### config.mk
export PLATFORM = sky130hd
export DESIGN_NAME = reg_dump_sequencer
export DESIGN_NICKNAME = d
export VERILOG_FILES = /design/src/rtl/reg_dump_pkg.sv /design/src/rtl/tx_watchdog.sv /design/src/rtl/reg_dump_sequencer.sv
export SDC_FILE = /design/constraint.sdc
export NUM_CORES = 1
export LEC_CHECK = 0
export CAP_MARGIN = 15
export CORE_MARGIN = 5
export CORE_UTILIZATION = 38
export DETAILED_ROUTE_END_ITERATION = 8
export PLACE_DENSITY = 0.67
export SLEW_MARGIN = 25
export SYNTH_ARGS = -nofsm -noshare
export SYNTH_HDL_FRONTEND = slang
export SYNTH_SLANG_ARGS = --single-unit
### constraint.sdc
create_clock -name clk -period 13.2 [get_ports clk]
set_input_delay 1.98 -clock clk [delete_from_list [all_inputs] [get_ports clk]]
set_output_delay 1.98 -clock clk [all_outputs]
set_load 0.005 [all_outputs]
### src/rtl/reg_dump_pkg.sv
// Shared constants and state encoding for the pipeline register dump sequencer.
// Latency: n/a (definitions only).
// Backpressure: n/a (definitions only).
package reg_dump_pkg;

    typedef enum logic [2:0] {
        IDLE  = 3'd0,
        LOAD  = 3'd1,
        WAIT  = 3'd2,
        DONE  = 3'd3,
        ABORT = 3'd4
    } dump_state_t;

    localparam logic [7:0] HEADER_DEF    = 8'hA5;
    localparam int         PAYLOAD_BYTES = 36;
    localparam int         FRAME_BYTES   = 38;
    localparam int         IDX_W         = 6;

    // Frame byte index of the first (most significant) byte of each segment.
    localparam int OFF_ID_EX   = 1;
    localparam int OFF_EX_MEM  = 19;
    localparam int OFF_MEM_WB  = 23;
    localparam int OFF_WB_ID   = 29;
    localparam int OFF_CONTROL = 34;
    localparam int OFF_CSUM    = 37;

endpackage

### src/rtl/tx_watchdog.sv
// Per-byte watchdog: counts enabled cycles, flags the cycle the count reaches the limit.
// Latency: tc is combinational on the cycle the TIMEOUT_CYCLES-th enabled cycle is active.
// Backpressure: none; clr has priority over counting, counter saturates at the limit.
module tx_watchdog #(
    parameter int unsigned TIMEOUT_CYCLES = 100000
) (
    input  logic clk,
    input  logic rst_n,
    input  logic clr,
    input  logic en,
    output logic tc
);

    localparam int unsigned CNT_W = $clog2(TIMEOUT_CYCLES + 1);

    logic [CNT_W-1:0] count;

    assign tc = en && (count == CNT_W'(TIMEOUT_CYCLES - 1));

    // Count enabled cycles; hold at terminal count until cleared.
    always_ff @(posedge clk or negedge rst_n) begin
        if (!rst_n) begin
            count <= '0;
        end else if (clr) begin
            count <= '0;
        end else if (en && !tc) begin
            count <= count + CNT_W'(1);
        end
    end

endmodule

### src/rtl/reg_dump_sequencer.sv
// Streams a frozen snapshot of the pipeline registers to the UART TX as HEADER, payload, XOR checksum.
// Latency: first tx_start the cycle after the request is accepted; one byte per tx_start/txDone pair.
// Backpressure: waits on i_txDone per byte; aborts with o_error when the watchdog expires.
module reg_dump_sequencer
    import reg_dump_pkg::*;
#(
    parameter int          NB_DATA        = 8,
    parameter int          NB_ID_EX       = 144,
    parameter int          NB_EX_MEM      = 32,
    parameter int          NB_MEM_WB      = 48,
    parameter int          NB_WB_ID       = 40,
    parameter int          NB_CONTROL     = 24,
    parameter logic [7:0]  HEADER         = HEADER_DEF,
    parameter int unsigned TIMEOUT_CYCLES = 100000
) (
    input  logic                  clk,
    input  logic                  i_rst_n,
    input  logic                  i_dump_req,
    input  logic [NB_ID_EX-1:0]   i_segment_registers_ID_EX,
    input  logic [NB_EX_MEM-1:0]  i_segment_registers_EX_MEM,
    input  logic [NB_MEM_WB-1:0]  i_segment_registers_MEM_WB,
    input  logic [NB_WB_ID-1:0]   i_segment_registers_WB_ID,
    input  logic [NB_CONTROL-1:0] i_control_registers_ID_EX,
    input  logic                  i_txDone,
    output logic                  o_tx_start,
    output logic [NB_DATA-1:0]    o_data,
    output logic                  o_busy,
    output logic                  o_done,
    output logic                  o_error
);

    localparam int SNAP_W  = NB_ID_EX + NB_EX_MEM + NB_MEM_WB + NB_WB_ID + NB_CONTROL;
    localparam int PAYLOAD = SNAP_W / NB_DATA;
    localparam logic [IDX_W-1:0] LAST_IDX = IDX_W'(PAYLOAD + 1);

    logic                rst_meta;
    logic                rst_n;
    dump_state_t         state;
    dump_state_t         state_nxt;
    logic [IDX_W-1:0]    idx;
    logic [NB_DATA-1:0]  checksum;
    logic [SNAP_W-1:0]   snapshot;
    logic [NB_DATA-1:0]  pay_byte;
    logic [NB_DATA-1:0]  frame_byte;
    logic                wd_tc;

    // Reset asserts immediately, releases two clocks after i_rst_n rises.
    always_ff @(posedge clk or negedge i_rst_n) begin
        if (!i_rst_n) begin
            rst_meta <= 1'b0;
            rst_n    <= 1'b0;
        end else begin
            rst_meta <= 1'b1;
            rst_n    <= rst_meta;
        end
    end

    // State register.
    always_ff @(posedge clk or negedge rst_n) begin
        if (!rst_n) begin
            state <= IDLE;
        end else begin
            state <= state_nxt;
        end
    end

    // Next state; txDone is checked before the watchdog so a coincident txDone wins.
    always_comb begin
        state_nxt = state;
        case (state)
            IDLE:    if (i_dump_req) state_nxt = LOAD;
            LOAD:    state_nxt = WAIT;
            WAIT: begin
                if (i_txDone) begin
                    state_nxt = (idx == LAST_IDX) ? DONE : LOAD;
                end else if (wd_tc) begin
                    state_nxt = ABORT;
                end
            end
            DONE:    state_nxt = IDLE;
            ABORT:   state_nxt = IDLE;
            default: state_nxt = IDLE;
        endcase
    end

    // Snapshot capture, byte index advance and running checksum.
    always_ff @(posedge clk or negedge rst_n) begin
        if (!rst_n) begin
            snapshot <= '0;
            idx      <= '0;
            checksum <= '0;
        end else begin
            case (state)
                IDLE: begin
                    if (i_dump_req) begin
                        snapshot <= {i_segment_registers_ID_EX, i_segment_registers_EX_MEM,
                                     i_segment_registers_MEM_WB, i_segment_registers_WB_ID,
                                     i_control_registers_ID_EX};
                        idx      <= '0;
                        checksum <= '0;
                    end
                end
                LOAD: begin
                    if (idx != '0 && idx != LAST_IDX) begin
                        checksum <= checksum ^ pay_byte;
                    end
                end
                WAIT: begin
                    if (i_txDone && idx != LAST_IDX) begin
                        idx <= idx + IDX_W'(1);
                    end
                end
                default: idx <= '0;
            endcase
        end
    end

    // Payload byte mux: index 1 is the MSB byte of the snapshot.
    always_comb begin
        pay_byte = '0;
        for (int p = 1; p <= PAYLOAD; p++) begin
            if (idx == IDX_W'(p)) begin
                pay_byte = snapshot[SNAP_W - NB_DATA*p +: NB_DATA];
            end
        end
    end

    // Frame byte: header, payload or completed checksum.
    always_comb begin
        frame_byte = pay_byte;
        if (idx == '0) begin
            frame_byte = HEADER;
        end else if (idx == LAST_IDX) begin
            frame_byte = checksum;
        end
    end

    tx_watchdog #(
        .TIMEOUT_CYCLES (TIMEOUT_CYCLES)
    ) u_tx_watchdog (
        .clk   (clk),
        .rst_n (rst_n),
        .clr   (state == LOAD),
        .en    (state == WAIT),
        .tc    (wd_tc)
    );

    // Outputs decode from state so they drop as soon as reset asserts.
    assign o_tx_start = (state == LOAD);
    assign o_busy     = (state == LOAD) || (state == WAIT);
    assign o_done     = (state == DONE);
    assign o_error    = (state == ABORT);
    assign o_data     = o_busy ? frame_byte : '0;

endmodule

==> reports/qor.csv, run 1 <==
stage,metric,value,unit
cells_and_area,fill_cells,4132,
sta,drv_slew,0,
critical_path,cp.arrival,5.20,ns
power,p_per_area,190.7,nW/um^2
floorplanning,die-area,47360,um^2
sta,fin_crit,7.181,ns
critical_path,path_cells,inv_1 > ha_1 > or3b_1 > nor2_1 > a22oi_1 > o211ai_1 > a211oi_1 > o41ai_1 > a21oi_1 > a211oi_1 > clkdlybuf4s50_1,
critical_path,crit_path_max_fanout,18,
cells_and_area,antenna_cells,0,
critical_path,critPathSlowestCell,ha_1,
global_routing,grt_max_degree,117,
critical_path,critPathCaptureType,output pin,
synth,ys.flop_type,dfrtp_1,
sta,fin_skew,0.01819,ns
critical_path,cpPeakStageDelay,0.63,ns
synth,synth_seq_cells,324,
synth,ys_warn_count,0,
synth,ys_seq_area_share,49.49,%
cells_and_area,layout_commonest_cell,nand2_1,
job,maxCapViolations,0,
hold_path,hp-class,reg2async,
critical_path,cp_common_cell,a211oi_1,
placed_design,place_congestion,0.9585,
drt,wire_per_inst,21.68,um
floorplanning,die_h,217.6,um
critical_path,r2r_slack,9.13,ns
critical_path,setup.worst_path.class,reg2out,
placed_design,port_buffers,303,
drt,drt_wl_total,62.74,mm
placed_design,hpwl,47.62,mm
floorplanning,start_util,38.20,%
sta,hold_viol_final,0,
global_routing,track_usage,25.91,%
floorplanning,ioPinCount,304,
synth,synth_edf_count,0,
synth,syn_nets,2345,
critical_path,worstPathRequired,11.22,ns
critical_path,start_kind,flop,
cts,clock-sinks,324,
cts,hold_buffers,0,
global_routing,grt_overflow,0,
synth,yosysTopAreaCell,dfrtp_1,
floorplanning,rows,76,
cts,clk_pin_slew_worst_paths,0.06,ns
sta,timing.fmax,139.3,MHz
cts,clkLatencyLatePin,0.55,ns
cells_and_area,drive_gt1_share,4.634,%
cells_and_area,final_util,48.77,%
cts,htreeDepth,2,
synth,synthTopCellsByArea,"dfrtp_1 (49%), nand2_1 (22%), nor2_1 (2.3%), clkbuf_1 (2.0%), o21ai_0 (1.8%)",
cts,post_cts_buffers,0,
sta,max_slew_margin,38.56,%
drt,dr.pass1.iters,6,
synth,synthCells,2048,
sta,finalCritPeriodShare,54.40,%
sta,max_slew.worst_pin.slew,0.9182,ns
sta,finalSetupTns,0,ns
global_routing,grt_pass1_wl,95.32,mm
cells_and_area,area_growth,27.69,%
cts,clk_path_buf_depth,3,
synth,synth_area,16380,um^2
power,peakVddDrop,0.08715,mV
power,p_leak,9.854,nW
cells_and_area,layout_common_cells,"nand2_1 (966), dfrtp_1 (323), clkdlybuf4s50_1 (303), nor2_1 (100), o21ai_0 (60)",
synth,synth.avg_cell_area,7.999,um^2
cts,numCtsBuffers,37,
sta,layout_setup_ws,6.019,ns
synth,synth.top_cell.area_share,49.49,%
cts,post_cts_resized,0,
cts,cts_tree,yes,
sta,setup_viol,0,
drt,viasPerCell,5.512,
synth,ys_types,88,
placed_design,place_ws,6.813,ns
drt,drc,0,
drt,ant_nets,0,
cells_and_area,nets,2584,
drt,drt_iter0_markers,1595,
floorplanning,core-area,42890,um^2
floorplanning,dieWidth,217.6,um
drt,vias,15950,
run_status,run_status,completed,
synth,synthArstFlopShare,100.0,%
cts,clock-root-buffer,clkbuf_16,
sta,rsz0062_at_grt,false,
global_routing,grt_pass1_vias,15900,
global_routing,antenna_found_initial,1,
[critical path, delay by kind of cell (launching register included)]
| kind | cells | cell delay, ns |
|---|---|---|
| flip-flops | 1 | 0.42 |
| buffers and inverters | 2 | 0.72 |
| AO/OA/AOI/OAI | 6 | 2.01 |
| adder cells (fa/ha/maj) | 1 | 0.63 |
| AND/OR/NAND/NOR | 2 | 0.86 |
[synthesized netlist by cell type, types with 5 or more instances]
cell type	n
nor3b_1	7
nand2b_1	6
inv_1	16
a221o_1	6
nor3_1	27
o21ai_1	5
nand4_1	14
nor2_1	101
a21oi_1	53
xor2_1	11
o2111ai_1	5
o21ai_0	60
mux2i_1	5
buf_6	5
nand3_1	35
and3b_1	6
o211ai_1	14
or2_2	6
or4_1	6
o221ai_1	14
buf_2	17
a22oi_1	15
or3_1	13
nor4_1	7
nand3b_1	11
nand2_1	966
nor2b_1	9
o22ai_1	24
a211oi_1	12
dfrtp_1	324
ha_1	5
clkbuf_1	89
and3_1	16
a221oi_1	19
a31oi_1	9
o31ai_1	7
[worst paths after layout]
check,startpoint,to,cells after the start
worst max-delay path,idx[0],o_data[3],11
worst min-delay path,rst_n,snapshot[273],0
worst max register to register,idx[1],checksum[7],11
worst min register to register,rst_n,snapshot[273],0
max in group asynchronous,rst_n,snapshot[135],2
min in group clk,rst_meta,rst_n,0
[per-layer routing]
layer | track usage, % | wire (um) | vias to the layer above
li1 | - | - | 7343
met1 | 36.56 | 26860 | 7648
met2 | 39.20 | 27790 | 804
met3 | 6.414 | 5686 | 157
met4 | 8.848 | 2399 | 0
met5 | 0 | 0 | -
[cells by family (layout without fill, tap and decap cells)]
group | count (synthesis) | after routing | share of synthesized area [%]
DFF | 324 | 324 | 49.49
other | 1 | 1 | 0.02289
xor gates and xnor gates | 15 | 15 | 0.8019
buffers and inverters | 133 | 394 | 3.567
AOI/OAI and AO/OA | 308 | 308 | 13.37
adders and majority gates | 5 | 5 | 0.3819
muxes | 5 | 5 | 0.3055
and+or+nand+nor | 1257 | 1257 | 32.06
[power by group]
part / switching (W) / leakage, nW / internal, W / total, W
Combinational: 0.000733 / 5.22 / 0.000424 / 0.00116
Sequential: 0.000413 / 4.06 / 0.00143 / 0.00185
Clock: 0.000407 / 0.574 / 0.000580 / 0.000987
Total: 0.00155 / 9.85 / 0.00244 / 0.00399
[flip-flops by register name, indices dropped and copies added, names as in the netlist]
name and flops:
snapshot 288, rst_meta 1, checksum 8, rst_n 1
state 3, u_tx_watchdog.count 17, idx 6
[per-stage QoR]
step / instance area, um^2 / hold slack, ns / cells / power [W]
detailed placement: 19760 / 0.3347 / 2833 / 0.002994
global route: 20920 / 0.3662 / 2894 / 0.004243
floorplan: 16380 / 0.3312 / 2048 / 0.002421
CTS: 20910 / 0.3459 / 2894 / 0.004005
finish: 20920 / 0.3451 / 2894 / 0.003990
global placement: 19750 / 0.3329 / 2833 / 0.002968
[cell type report]
class                           instances  area, um^2  area share [%]
Clock inverter                         10       96.34          0.4606
Multi-Input combinational cell       1591        7710           36.86
Timing Repair Buffer                  317        3149           15.06
Sequential cell                       324        8112           38.78
Tap cell                              585       732.0           3.499
Clock buffer                           51        1059           5.060
Inverter                               16       60.06          0.2871
(Power assumes the default switching activity.)
==> inputs of run 2 (changes only) <==
- clock period: 13.2 -> 7 ns (I/O delays scaled with it)
==> run 2 against run 1 <==
Against the previous run:
- power is 89% higher
- critical path type unchanged
- via count is 1.1% lower
- combinational power is 88% higher
- clock power is 91% higher
- largest power group unchanged
- final area is 0.27% higher
- utilization is 0.13 points higher
==> reports/qor.csv, run 2 (synthesis gave the netlist of run 1 again) <==
stage,metric,value,unit,change
run_status,run_status,completed,,
cts,clk_pin_slew_worst_paths,0.06,ns,about the same
cts,clk_path_buf_depth,3,,unchanged
placed_design,place_congestion,0.9172,,-4.3%
sta,finalSetupTns,0,ns,unchanged
cts,clock-root-buffer,clkbuf_16,,
sta,timing.fmax,154.0,MHz,
global_routing,antenna_found_initial,0,,-1
critical_path,worstPathRequired,5.95,ns,-5.27 ns
critical_path,r2r-start,idx[0],,
placed_design,place_ws,1.236,ns,-5.577 ns
power,p_per_area,358.8,nW/um^2,+88%
cells_and_area,layout_common_cells,"nand2_1 (966), dfrtp_1 (323), clkdlybuf4s50_1 (303), nor2_1 (100), o21ai_0 (60)",,
sta,fin_skew,0.02954,ns,+0.01135 ns
critical_path,start_kind,flop,,
floorplanning,core-area,42890,um^2,unchanged
placed_design,dp_cells,2834,,+0.035%
drt,dr.pass1.iters,5,,-1
sta,finalCritPeriodShare,92.77,%,
floorplanning,die-area,47360,um^2,unchanged
global_routing,grt_pass1_vias,15870,,-0.23%
critical_path,critPathCaptureType,output pin,,
critical_path,r2r_slack,2.71,ns,-6.42 ns
power,pwr-share-comb,29.0,%,about the same
cts,hold_buffers,0,,unchanged
job,maxCapViolations,0,,unchanged
sta,setup_viol,0,,unchanged
drt,drc,0,,unchanged
cells_and_area,drive_gt1_share,4.797,%,+0.16 points
floorplanning,die_h,217.6,um,unchanged
power,swShare,38.58,%,-0.35 points
cts,post_cts_buffers,0,,unchanged
cts,post_cts_resized,0,,unchanged
critical_path,setup.worst_path.class,reg2out,,
cells_and_area,antenna_cells,0,,unchanged
cells_and_area,regMostFlops,snapshot,,
cts,clkLatencyLatePin,0.54,ns,about the same
floorplanning,ioPinCount,304,,unchanged
floorplanning,start_util,38.20,%,unchanged
drt,drt_iter0_markers,1495,,-6.3%
power,internal_power,0.004622,W,+90%
cts,clock-sinks,324,,unchanged
cells_and_area,nets,2584,,unchanged
critical_path,worstRegToRegCells,11,,unchanged
cts,cts_tree,yes,,
critical_path,crit_path_max_fanout,18,,unchanged
cells_and_area,largest_register_ff_count,288,,unchanged
sta,hold_viol_final,0,,unchanged
hold_path,hp-class,reg2async,,
critical_path,regToRegEndpoint,checksum[3],,
global_routing,grt_pass1_wl,95.77,mm,+0.46%
power,power.switching,0.002903,W,+87%
drt,drt_wl_total,62.27,mm,-0.76%
sta,drv_slew,0,,unchanged
sta,rsz0062_at_grt,false,,
power,p_seq_share,45.8,%,-0.5 points
sta,max_slew_margin,36.51,%,-2.1 points
cells_and_area,area_growth,28.04,%,
drt,vias,15780,,-1.1%
cts,htreeDepth,2,,unchanged
power,peakVddDrop,0.2037,mV,+130%
placed_design,port_buffers,303,,unchanged
global_routing,grt_max_degree,230,,+97%
drt,ant_nets,0,,unchanged
cells_and_area,layout_commonest_cell,nand2_1,,
sta,fin_crit,6.494,ns,
global_routing,track_usage,25.77,%,-0.14 points
power,p_leak,9.865,nW,+0.11%
critical_path,cp.arrival,5.44,ns,+0.24 ns
cells_and_area,finalNonFillerCells,2899,,+0.17%
drt,wire_per_inst,21.48,um,-0.93%
placed_design,hpwl,47.49,mm,-0.27%
global_routing,grt_overflow,0,,unchanged
cts,numCtsBuffers,36,,-2.7%
sta,max_slew.worst_pin.slew,0.9524,ns,+0.03419 ns
drt,viasPerCell,5.442,,-1.3%
floorplanning,dieWidth,217.6,um,unchanged
power,pwr-share-clk,25.2,%,+0.5 points
cells_and_area,top_regs,"snapshot (288), u_tx_watchdog.count (17), checksum (8)",,
sta,layout_setup_ws,0.5064,ns,-5.512 ns
cells_and_area,final_util,48.91,%,+0.13 points
floorplanning,rows,76,,unchanged
run 2: cell count changes in the layout (fill, tap and decap cells not counted), sizes merged:
cell      before  now
clkinv         5    8
clkinvlp       0    3
inv           20   18
buf           14   15
bufinv         1    2
clkbuf        51   50
run 2: stage by stage:
step	power (W)	hold slack, ns	area, um^2
3_5_place_dp	0.005630	0.3434	19780
3_3_place_gp	0.005584	0.3353	19780
6_report	0.007525	0.3352	20980
4_1_cts	0.007564	0.3562	20960
2_1_floorplan	0.004560	0.3311	16380
5_1_grt	0.008007	0.3762	20980
run 2: power groups by stage:
stage / combinational (W) / sequential (W) / clock, W
after global routing: 0.00250 / 0.00351 / 0.00200
after global placement: 0.00212 / 0.00346 / 0
after detailed placement: 0.00219 / 0.00344 / 0
final: 0.00218 / 0.00345 / 0.00189
after CTS: 0.00221 / 0.00343 / 0.00193
after floorplan: 0.00147 / 0.00309 / 0
run 2: worst max-delay path by stage:
stage               startpoint          end  slack [ns]  cells past startpoint
floorplan                rst_n  checksum[0]        1.70                      0
global placement        idx[0]    o_data[3]        1.48                     11
detailed placement      idx[0]    o_data[3]        1.24                     11
CTS                     idx[0]    o_data[3]        0.63                     11
global route            idx[1]    o_data[3]        0.35                     11
finish                  idx[0]    o_data[3]        0.51                     11
run 2: critical path, cell delays in order (launching register included):
cell	delay, ns
dfrtp_1	0.42
inv_1	0.13
ha_1	0.64
or3b_1	0.55
nor2_1	0.46
a221oi_1	0.17
o211ai_1	0.20
a211oi_1	0.22
o41ai_1	0.78
a21oi_1	0.23
a211oi_1	0.48
clkdlybuf4s50_1	0.59
run 2: cell type report:
class                      instances  area, um^2
tap                              585       732.0
sequential                       324        8112
timing repair buffer             318        3182
clock buffer                      50        1035
multi-input combinational       1591        7707
fill                            4199       21910
inverter                          16       60.06
clock inverter                    15       147.6
run 2: per-layer routing:
metal  share of wire (%)  GRT usage, %  wire length, um
met1                  45         37.36            27740
met2                  46         40.69            28400
met3                 7.3         4.109             4558
met4                 2.5         6.488             1571
met5                   0             0                0
==> inputs of run 3 (changes only) <==
--- a/config.mk
+++ b/config.mk
@@ -11,2 +11,3 @@
 export DETAILED_ROUTE_END_ITERATION = 8
+export HOLD_SLACK_MARGIN = 0.1
 export PLACE_DENSITY = 0.67
==> constraint.sdc (replaced) <==
create_clock -name clk -period 7 [get_ports clk]
set_input_delay 0.7 -clock clk [delete_from_list [all_inputs] [get_ports clk]]
set_output_delay 0.7 -clock clk [all_outputs]
set_load 0.005 [all_outputs]
==> run 3 against run 2 <==
Against the previous run:
- final area down 0.13%
- combinational power about the same
- register-to-register slack better by 0.10 ns
- sequential cell count unchanged
- critical path depth unchanged
- clock-buffer cell count unchanged
- highest routed layer unchanged
==> reports/qor.csv, run 3 (synthesis gave the netlist of run 1 again) <==
stage,metric,value,unit,change
run_status,run_status,completed,,
cells_and_area,layout_common_cells,"nand2_1 (966), dfrtp_1 (323), clkdlybuf4s50_1 (303), nor2_1 (100), o21ai_0 (60)",,
critical_path,regToRegEndpoint,checksum[3],,
sta,finalSetupTns,0,ns,unchanged
sta,max_slew_margin,33.52,%,-3.0 points
floorplanning,start_util,38.20,%,unchanged
critical_path,cp.arrival,5.27,ns,-0.17 ns
sta,fin_skew,0.01433,ns,-0.01522 ns
critical_path,setup.worst_path.class,reg2out,,
critical_path,cp_top_family,compound AO/OA/AOI/OAI gates,,
floorplanning,die-area,47360,um^2,unchanged
global_routing,track_usage,25.29,%,-0.48 points
critical_path,r2r-start,idx[0],,
critical_path,worstRegToRegCells,11,,unchanged
critical_path,r2r_slack,2.81,ns,+0.10 ns
sta,drv_slew,0,,unchanged
cells_and_area,nets,2583,,-0.039%
cts,clk_path_buf_depth,3,,unchanged
critical_path,worstPathRequired,6.30,ns,+0.35 ns
sta,fin_crit,5.965,ns,-0.5281 ns
critical_path,crit_path_max_fanout,18,,unchanged
power,power.total,0.007495,W,-0.41%
critical_path,cp_common_cell,a211oi_1,,
cells_and_area,drive_gt1_share,4.585,%,-0.21 points
sta,max_slew.worst_pin.slew,0.9843,ns,+0.03195 ns
sta,layout_setup_ws,1.035,ns,+0.5281 ns
critical_path,path_buf_inv,2,,unchanged
power,p_leak,9.861,nW,about the same
critical_path,path_cells,inv_1 > ha_1 > or3b_1 > nor2_1 > a221oi_1 > o211ai_1 > a211oi_1 > o41ai_1 > a21oi_1 > a211oi_1 > clkdlybuf4s50_1,,
drt,drt_wl_total,61.80,mm,-0.75%
floorplanning,die_h,217.6,um,unchanged
sta,timing.fmax,167.6,MHz,+8.9%
floorplanning,rows,76,,unchanged
cts,clkLatencyLatePin,0.55,ns,about the same
floorplanning,ioPinCount,304,,unchanged
cells_and_area,fill_cells,4051,,-3.5%
cts,numCtsBuffers,36,,unchanged
cts,htreeDepth,2,,unchanged
cells_and_area,regMostFlops,snapshot,,
cts,post_cts_resized,0,,unchanged
cells_and_area,antenna_cells,0,,unchanged
placed_design,port_buffers,303,,unchanged
global_routing,grt_max_degree,230,,unchanged
critical_path,critPathCaptureType,output pin,,
global_routing,grt_pass1_vias,15520,,-2.2%
critical_path,critPathSlowestCell,o41ai_1,,
cts,hold_buffers,0,,unchanged
floorplanning,dieWidth,217.6,um,unchanged
critical_path,startpoint,idx[0],,
placed_design,place_congestion,0.9279,,+1.2%
sta,rsz0062_at_grt,false,,
cts,cts_tree,yes,,
placed_design,hpwl,46.82,mm,-1.4%
sta,hold_viol_final,0,,unchanged
global_routing,grt_pass1_wl,92.60,mm,-3.3%
critical_path,cpPeakStageDelay,0.83,ns,+0.05 ns
cts,clk_pin_slew_worst_paths,0.06,ns,about the same
cts,clock-sinks,324,,unchanged
cells_and_area,layout_commonest_cell,nand2_1,,
cts,post_cts_buffers,0,,unchanged
global_routing,antenna_found_initial,0,,unchanged
cts,clock-root-buffer,clkbuf_16,,
global_routing,grt_overflow,0,,unchanged
cells_and_area,top_regs,"snapshot (288), u_tx_watchdog.count (17), checksum (8)",,
power,peakVddDrop,0.1914,mV,-6.0%
drt,drc,0,,unchanged
drt,drt_iter0_markers,1539,,+2.9%
critical_path,cp_num_cells,11,,unchanged
sta,setup_viol,0,,unchanged
drt,wire_per_inst,21.33,um,-0.68%
hold_path,hp-class,reg2async,,
drt,ant_nets,0,,unchanged
floorplanning,core-area,42890,um^2,unchanged
sta,finalCritPeriodShare,85.22,%,-7.5 points
cells_and_area,largest_register_ff_count,288,,unchanged
job,maxCapViolations,0,,unchanged
cells_and_area,area_growth,27.87,%,
drt,dr.pass1.iters,6,,+1
drt,vias,15720,,-0.34%
critical_path,crit_path_end,o_data[3],,
placed_design,place_ws,1.669,ns,+0.4322 ns
critical_path,start_kind,flop,,
drt,viasPerCell,5.427,,-0.27%
power,p_per_area,357.8,nW/um^2,-0.28%
## run 3: cell count changes in the layout (fill, tap and decap cells not counted), sizes merged
cell / before / now
clkinvlp: 3 / 1
inv: 18 / 19
buf: 15 / 14
## run 3: final cells by class
type / count / area (um^2) / area share (%)
sequential: 324 / 8112 / 38.72
multi-input combinational: 1591 / 7705 / 36.78
timing repair buffer: 317 / 3188 / 15.22
clock buffer: 50 / 1015 / 4.844
tap: 585 / 732.0 / 3.494
clock inverter: 14 / 136.4 / 0.6511
inverter: 16 / 60.06 / 0.2867
## run 3: how the worst min path moves through the flow
stage                     startpoint             to  slack, ns
final                          rst_n  snapshot[280]       0.29
after floorplan             rst_meta          rst_n       0.33
after detailed placement    rst_meta          rst_n       0.34
after global placement      rst_meta          rst_n       0.34
after CTS                    i_rst_n          rst_n       0.30
after global routing         i_rst_n          rst_n       0.31
## run 3: worst register-to-register path: stages, from the launching register on
cell and delay (ns):
dfrtp_1 0.41, inv_1 0.12, ha_1 0.59, or3b_1 0.55, nor2_1 0.43, a221oi_1 0.17
o211ai_1 0.18, a211oi_1 0.20, o41ai_1 0.83, a21oi_1 0.25, o211ai_1 0.24, o31ai_1 0.10
## run 3: through the flow
stage	util (%)	hold WS (ns)	area, um^2	std cells
after global routing	48.84	0.3101	20950	2897
after floorplan	-	0.3311	16380	2048
after global placement	46.11	0.3392	19780	2832
final	48.84	0.2891	20950	2897
after detailed placement	46.11	0.3363	19780	2832
after CTS	48.80	0.2957	20930	2896
## run 3: metal layers
layer  up-vias  track usage [%]  wire, um
met3       118            4.748      4874
met5         -                0         0
li1       7340                -         -
met1      7581            36.17     27270
met2       683            38.70     27520
met4         0            8.890      2137
## run 3: report_power, final
part	leakage (nW)	internal (W)	switching, W
logic	5.23	0.000807	0.00139
registers	4.06	0.00270	0.000736
clock network	0.570	0.00109	0.000766
total	9.86	0.00460	0.00289
